File: src/rtl/regfile_sb.sv
// Parametrised register file with a per-register write scoreboard for RAW hazard detection.
// Optional same-cycle write-to-read forwarding is enabled by defining REGFILE_BYPASS_EN.
module regfile_sb #(
  parameter int ADDRESS_WIDTH = 5,
  parameter int DATA_WIDTH    = 32,
  parameter int NUM_READ      = 2,
  parameter int DBG_REG       = 10
) (
  input  logic                              clk,
  input  logic                              rst_n,
  input  logic [NUM_READ*ADDRESS_WIDTH-1:0] rd_addr,
  output logic [NUM_READ*DATA_WIDTH-1:0]    rd_data,
  output logic [NUM_READ-1:0]               rd_busy,
  input  logic                              wr_en,
  input  logic [ADDRESS_WIDTH-1:0]          wr_addr,
  input  logic [DATA_WIDTH-1:0]             wr_data,
  input  logic                              iss_en,
  input  logic [ADDRESS_WIDTH-1:0]          iss_addr,
  input  logic                              flush,
  output logic [DATA_WIDTH-1:0]             dbg_data,
  output logic [ADDRESS_WIDTH:0]            pending_cnt
);

  localparam int DEPTH = 1 << ADDRESS_WIDTH;
  localparam logic [ADDRESS_WIDTH-1:0] DBG_IDX = ADDRESS_WIDTH'(DBG_REG);

  logic [DATA_WIDTH-1:0] regs [DEPTH];
  logic [DEPTH-1:0]      sb;
  logic [DEPTH-1:0]      sb_next;
  logic                  wr_live;
  logic                  iss_live;

  assign wr_live  = wr_en && (wr_addr != '0);
  assign iss_live = iss_en && (iss_addr != '0);

  always_ff @(posedge clk or negedge rst_n) begin
    if (!rst_n) begin
      for (int i = 0; i < DEPTH; i++) regs[i] <= '0;
    end else if (wr_live) begin
      regs[wr_addr] <= wr_data;
    end
  end

  // Later assignments win: write clears, a same-address issue re-marks, flush wipes everything.
  always_comb begin
    sb_next = sb;
    if (wr_live)  sb_next[wr_addr]  = 1'b0;
    if (iss_live) sb_next[iss_addr] = 1'b1;
    if (flush)    sb_next           = '0;
    sb_next[0] = 1'b0;
  end

  always_ff @(posedge clk or negedge rst_n) begin
    if (!rst_n) sb <= '0;
    else        sb <= sb_next;
  end

  for (genvar p = 0; p < NUM_READ; p++) begin : g_rd
    logic [ADDRESS_WIDTH-1:0] addr;
    logic [DATA_WIDTH-1:0]    stored;
    assign addr   = rd_addr[p*ADDRESS_WIDTH +: ADDRESS_WIDTH];
    assign stored = (addr == '0) ? '0 : regs[addr];
`ifdef REGFILE_BYPASS_EN
    // Forwarding is gated by rst_n so outputs read zero during reset even with wr_en high.
    logic hit;
    logic iss_same;
    assign hit      = rst_n && wr_live && (addr == wr_addr);
    assign iss_same = iss_live && (iss_addr == addr);
    assign rd_data[p*DATA_WIDTH +: DATA_WIDTH] = hit ? wr_data : stored;
    assign rd_busy[p] = (hit && !iss_same) ? 1'b0 : sb[addr];
`else
    assign rd_data[p*DATA_WIDTH +: DATA_WIDTH] = stored;
    assign rd_busy[p] = sb[addr];
`endif
  end

  assign dbg_data = (DBG_IDX == '0) ? '0 : regs[DBG_IDX];

  always_comb begin
    pending_cnt = '0;
    for (int i = 0; i < DEPTH; i++) pending_cnt = pending_cnt + (ADDRESS_WIDTH + 1)'(sb[i]);
  end

endmodule
File: config.mk
export PLATFORM = sky130hd
export DESIGN_NAME = regfile_sb
export DESIGN_NICKNAME = d
export VERILOG_FILES = /design/src/rtl/regfile_sb.sv
export SDC_FILE = /design/constraint.sdc
export NUM_CORES = 2
export LEC_CHECK = 0
export ABC_CLOCK_PERIOD_IN_PS = 6800
export BUFFER_PORTS_ARGS = -buffer_cell sky130_fd_sc_hd__buf_2
export CAP_MARGIN = 40
export CELL_PAD_IN_SITES_DETAIL_PLACEMENT = 0
export CELL_PAD_IN_SITES_GLOBAL_PLACEMENT = 1
export CORE_MARGIN = 1.5
export CORE_UTILIZATION = 52
export DETAILED_ROUTE_END_ITERATION = 10
export GPL_TIMING_DRIVEN = 1
export PLACE_DENSITY = 0.76
export SLEW_MARGIN = 20
export SYNTH_ARGS = -nofsm -noshare
export SYNTH_HDL_FRONTEND = slang
export SYNTH_SLANG_ARGS = --single-unit
File: constraint.sdc
create_clock -name clk -period 6.8 [get_ports clk]
set_clock_uncertainty 0.05 [all_clocks]
set_input_delay 0.68 -clock clk [delete_from_list [all_inputs] [get_ports clk]]
set_output_delay 0.68 -clock clk [all_outputs]
set_load 0.02 [all_outputs]
Yosys cells after proc, flatten, opt, wreduce, memory -nomap -nowiden
Cells that the tools add are included.
Storage, ports and cells
  register bits: 1055
  input bits: 57
  output and inout bits: 104
Cells by class
  bitwise gates (word level): 6
  add/subtract/negate cells: 30
  muxes and demuxes: 22
  reductions and logical operators: 9
  order comparisons: 10
Operators with widths (number)
  $bwmux W1024: 1
  $bmux W32 S5: 2
  $mux W32: 10
  $demux W32 S5: 1
  $add A6 B1 Y6: 25
  $and A32 B32 Y32: 1
  $not A32 Y32: 1
  $or A32 B32 Y32: 1
  $lt A5 B6 Y1 const B: 4
  $ge A6 B6 Y1 const B: 3
  $not A5 Y6: 3
  $bmux W1 S5: 2
  $demux W1 S5: 2
  $ge A5 B1 Y1 const B: 2
  $logic_not A5 Y1: 2
  $reduce_bool A5 Y1: 2
  $add A5 B1 Y6: 1
  $lt A6 B1 Y1 const B: 1
  $add A4 B1 Y5: 1
  $logic_and A1 B1 Y1: 5
  $add A3 B1 Y4: 1
  $mux W1: 4
  $add A2 B1 Y3: 1
  $add A1 B1 Y2: 1

Depth between registers and ports, before layout
  depth in word-level cells: 30
  gate-level depth with buffers: 16
  depth with buffers taken out: 16

Worst setup path before layout
No wires, ideal clock.
  kind: flip-flop to output port
  start: reg sb[18]
  end: out pending_cnt[4]
  path slack: 1194 ps
  path buffers: 0
  data arrival time: 4876 ps
  stages on the path, launching flop included: 16
  path through: dfrtp_1 -> fa_1 -> inv_1 -> fa_1 -> inv_1 -> fa_1 -> inv_1 -> fa_1 -> fa_1 -> fa_1 -> inv_1 -> fa_1 -> fa_1 -> a21o_1 -> a21oi_1 -> xnor2_1
On the way
  cells in the longest elaborated chain, start to end: 14
Ends and longest elaborated chain
  start, declared: RTL line 28  | logic [DEPTH-1:0] sb;
  start signal, assigned: RTL line 55  | else sb <= sb_next;
  $add A6 B1 Y6 (14 in a row): RTL line 81  | for (int i = 0; i < DEPTH; i++) pending_cnt = pending_cnt + (ADDRESS_WIDTH + 1)'(sb[i]);
  end, declared: RTL line 21  | output logic [ADDRESS_WIDTH:0] pending_cnt
No other way between the ends.

Worst setup path in the final report
  start: reg sb[24]
  end: out pending_cnt[4]
On the way
  cells in the longest elaborated chain, start to end: 8
Ends and longest elaborated chain (RTL line)
  $add A6 B1 Y6 (8 in a row): 81
No other way between the ends.

==> results.md <==
Worst setup path:
- Data arrives at the worst endpoint at 5770 ps.
- The category of the most critical setup path is reg -> out.
- The highest cell delay on the worst timing path is 520 ps.
- Counting both buffers and inverters, the worst setup path holds a total of 5.
- The most repeated library cell on the critical path is sky130_fd_sc_hd__fa_1.
- The worst setup path is launched from a flip-flop.
- For the worst setup path, the data required time is 6070 ps.
- The highest-delay cell along the critical path is sky130_fd_sc_hd__fa_1.
- The worst setup path is captured at an output pin.
- The kind of cell with the highest combined delay on the critical path is adder cells.
- In this run the worst path has a maximum fanout of 3.
- Traced cell by cell, the critical path runs through inv_1 > fa_1 > fa_1 > inv_1 > fa_1 > inv_1 > fa_1 > fa_1 > fa_1 > inv_1 > fa_1 > fa_1 > a21o_1 > a21oi_1 > xnor2_1 > buf_2.

Place:
- The final estimated routing congestion in global placement is 0.900.
- The post-detailed-placement half-perimeter wirelength is 106000 µm.
- The worst slack at placement is 992 ps.
- The number of buffers added on ports is 160.

Global routing:
- The pin count of the biggest net entering global routing is 179.
- The final global-route overflow total is 0.
- The initial antenna violation count is 19.
- The wire length of the first global-routing pass is 257000 µm.
- The via count of the first global-routing pass is 37028.
- Across every metal layer, demand over resource in global routing totals 0.316.

Run:
- Max-cap violations in this run came to 0.

Clock tree:
- The number of buffers created by CTS is 115.
- For this design, the sink count on the clock tree is 1055.
- The buffers inserted during post-CTS setup optimization is 0.
- The TritonCTS clock tree is done.
- The clock tree root driver cell is sky130_fd_sc_hd__clkbuf_16.
- The clock reaches the later pin of the worst-skew pair after 700 ps.
- Clock-pin slew was measured on the worst setup and hold paths at 60 ps.
- The clock passes through at most 3 buffers.
- The H-tree was split into 3 levels.

Route:
- The total number of vias is 35972.
- Dividing the detail-routed wire length by the instance count gives 33.1 µm.
- The first-pass iteration count of the detailed router is 7.
- The total length of routed wires is 174000 µm.
- The number of DRC violations after detailed-routing iteration 0 is 3290.
- After detailed routing, the number of remaining DRC violations is 0.
- The post-detailed-route via-to-cell ratio is 6.83.
- The residual antenna-violating net count after detailed routing is 0.

Layout:
- Summing all multi-input logic gate instances after layout gives 28300 µm².
- The fraction of final layout cells sized beyond drive strength 1 is 0.448.
- The final layout net count is 3837.
- The final-layout fill cell count is 8586.
- The commonest non-fill, non-tap cell in the layout is sky130_fd_sc_hd__dfrtp_1.
- From synthesis to final layout, the design area changed by 9.71%.
- The library cells used most frequently in the layout, excluding fill and tap cells, are sky130_fd_sc_hd__dfrtp_1 (1055), sky130_fd_sc_hd__mux2_2 (744), sky130_fd_sc_hd__mux4_2 (492).
- The register cell area after layout is 26400 µm².

Die:
- The floorplan step defined a core boundary enclosing 109000 µm².
- The die covers 112000 µm².
- The y dimension of the die is 334 µm.
- 161 I/O pins were placed.
- For this configuration, the core starts out at a cell density of 0.525.
- The floorplan has 121 rows.
- In this run the horizontal extent of the chip is 334 µm.

STA:
- The summed negative setup slack over all endpoints is 0 ps.
- In the post-route analysis, the smallest setup slack over all paths is 304 ps.
- The number of endpoints with negative hold slack in the final report is 0.
- The final number of max-transition violations was 0.
- The tightest slew margin relative to the limit is 0.242.
- Counting I/O delays and the setup requirement, the final critical path takes 6500 ps.
- The transition time at the pin with the least slew margin is 1140 ps.
- The setup violation total in the final timing report is 0.
- The post-route fraction of the period consumed by the critical path is 0.955.
- Setup repair after global routing left no endpoint under its margin.
- Based on the critical path, the design can be clocked at up to 154 MHz.

Synthesis:
- The synthesized design contains 1055 register bits.
- The most used flip-flop cell after synthesis is sky130_fd_sc_hd__dfrtp_1.
- The share of the yosys chip area belonging to registers is 0.462.
- After technology mapping, the gate count stands at 3849.
- The cell area that synthesis handed to floorplanning was 57100 µm².
- The number of flops mapped to enable cells by yosys is 0.
- The number of warnings printed during yosys synthesis is 0.
- Averaged over all synthesized cells, the footprint is 14.8 µm².
- The number of nets in the synthesized netlist is 3936.
- Of all flip-flops after synthesis, the portion carrying an async set or reset was 1.00.
- The number of different library cells used by synthesis comes to 51.

Power:
- The peak supply drop is 222 µV.
- The part of the total power dissipated in the clock network is 0.360.
- The design draws 18.8 mW.
- The proportion of total power due to net switching is 0.272.
- For this design the total switching power over the nets is 5.10 mW.
- Dividing total power by cell area gives a power density of 300 nW/µm².
- The relative contribution of sequential cells to total power is 0.444.
- The internal power component is 13.7 mW.
- The leakage power is 27.4 nW.
- The combinational group share of total power is 0.196.

Min path:
- The min-delay analysis places its worst path in the category in -> reg.

Run status:
- The run finished with clean final reports.
-- sequential cells by signal (all words and copies together), names as in the netlist --
register / count
dbg_data: 32
regs: 992
sb: 31
-- timing repair --
action / in CTS / in global routing
gates resized for setup: 0 / 0
hold buffers: 1 / 0
setup endpoints to repair: 0 / 0
hold endpoints to repair: 70 / 0
-- cells in the mapped netlist (2+ instances only) --
library cell                instances  area, µm²
sky130_fd_sc_hd__dfrtp_1         1055      26400
sky130_fd_sc_hd__mux2_2           744       8380
sky130_fd_sc_hd__mux4_2           492      11100
sky130_fd_sc_hd__mux2_1           250       2820
sky130_fd_sc_hd__clkbuf_1         204        766
sky130_fd_sc_hd__buf_2            158        791
sky130_fd_sc_hd__mux2i_1          149       1490
sky130_fd_sc_hd__nand2_1           90        338
sky130_fd_sc_hd__a22oi_1           73        548
sky130_fd_sc_hd__buf_4             73        548
sky130_fd_sc_hd__nor2_1            50        188
sky130_fd_sc_hd__a21oi_1           47        235
sky130_fd_sc_hd__inv_1             46        173
sky130_fd_sc_hd__a211oi_1          39        293
sky130_fd_sc_hd__a22o_1            35        307
sky130_fd_sc_hd__nand3_1           34        170
sky130_fd_sc_hd__nor2b_1           34        213
sky130_fd_sc_hd__o221ai_1          32        280
sky130_fd_sc_hd__and3_1            30        188
sky130_fd_sc_hd__nand4_1           29        181
sky130_fd_sc_hd__o22a_1            29        254
sky130_fd_sc_hd__nor3_1            27        135
sky130_fd_sc_hd__fa_1              23        460
sky130_fd_sc_hd__buf_6             21        236
sky130_fd_sc_hd__o21ai_0           10       50.1
sky130_fd_sc_hd__nand2b_1           9       56.3
sky130_fd_sc_hd__buf_1              8       30.0
sky130_fd_sc_hd__ha_1               7       87.6
sky130_fd_sc_hd__nand3b_1           7       52.6
sky130_fd_sc_hd__a2bb2oi_1          6       52.6
sky130_fd_sc_hd__o211ai_1           4       30.0
sky130_fd_sc_hd__and2_1             3       18.8
sky130_fd_sc_hd__nor3b_2            3       37.5
sky130_fd_sc_hd__o22ai_1            3       18.8
sky130_fd_sc_hd__o31ai_1            3       22.5
sky130_fd_sc_hd__a21o_1             2       15.0
sky130_fd_sc_hd__and3b_1            2       17.5
sky130_fd_sc_hd__nor2_2             2       12.5
sky130_fd_sc_hd__nor2_4             2       22.5
sky130_fd_sc_hd__or3b_1             2       17.5
sky130_fd_sc_hd__xnor2_1            2       17.5
-- cell families after synthesis --
group,after synthesis,share of synthesized area
multiplexers,1635,0.416
AND/OR/NAND/NOR,327,0.0292
AO/OA/AOI/OAI,287,0.0375
buffers and inverters,512,0.0449
adder cells (fa/ha/maj),30,0.00960
flip-flops,1055,0.462
XOR/XNOR,3,0.000460
-- cell type report --
| type | instances | share of cell area |
|---|---|---|
| Antenna cell | 7 | 0.000280 |
| Clock buffer | 177 | 0.0564 |
| Clock inverter | 38 | 0.00965 |
| Inverter | 46 | 0.00276 |
| Multi-Input combinational cell | 2282 | 0.452 |
| Sequential cell | 1055 | 0.421 |
| Tap cell | 1414 | 0.0282 |
| Timing Repair Buffer | 250 | 0.0290 |
-- tightest hold or removal path, cell delays in order --
cell                      delay (ps)
sky130_fd_sc_hd__buf_2           130
sky130_fd_sc_hd__a32oi_1          90
sky130_fd_sc_hd__nor2_1          100
-- power by group through the flow --
stage          Clock, mW  Combinational, mW  Sequential, mW
5_1_grt             7.11               3.94            8.47
3_5_place_dp           0               3.67            8.40
2_1_floorplan          0               2.87            8.07
3_3_place_gp           0               3.59            8.35
6_report            6.76               3.68            8.33
4_1_cts             6.86               3.68            8.29
-- routing by layer --
layer,up-vias,share of wire,track usage
met5,-,0.00065,0
met4,18,0.034,0.112
met3,336,0.092,0.0866
met2,1520,0.47,0.485
met1,19579,0.41,0.435
li1,14519,-,-
-- path summary, 6_finish.rpt --
kind	from	slack, ps	to	cells after the start
min	iss_addr[0]	280	sb[1]	3
max reg2reg	dbg_data[16]	5780	dbg_data[16]	1
min reg2reg	regs[1023]	350	regs[1023]	0
min in group asynchronous	rst_n	520	regs[1017]	2
max	sb[24]	300	pending_cnt[4]	16
max in group asynchronous	rst_n	4380	dbg_data[15]	4
-- metrics by stage --
step            util  hold slack (ps)  instance area (µm²)  instances
2_1_floorplan      -              334                57100       3849
3_3_place_gp   0.536              331                58300       5038
3_5_place_dp   0.537              334                58400       5044
4_1_cts        0.575              242                62600       5260
5_1_grt        0.575              277                62600       5264
6_report       0.576              283                62700       5269
(Power assumes the default switching activity.)
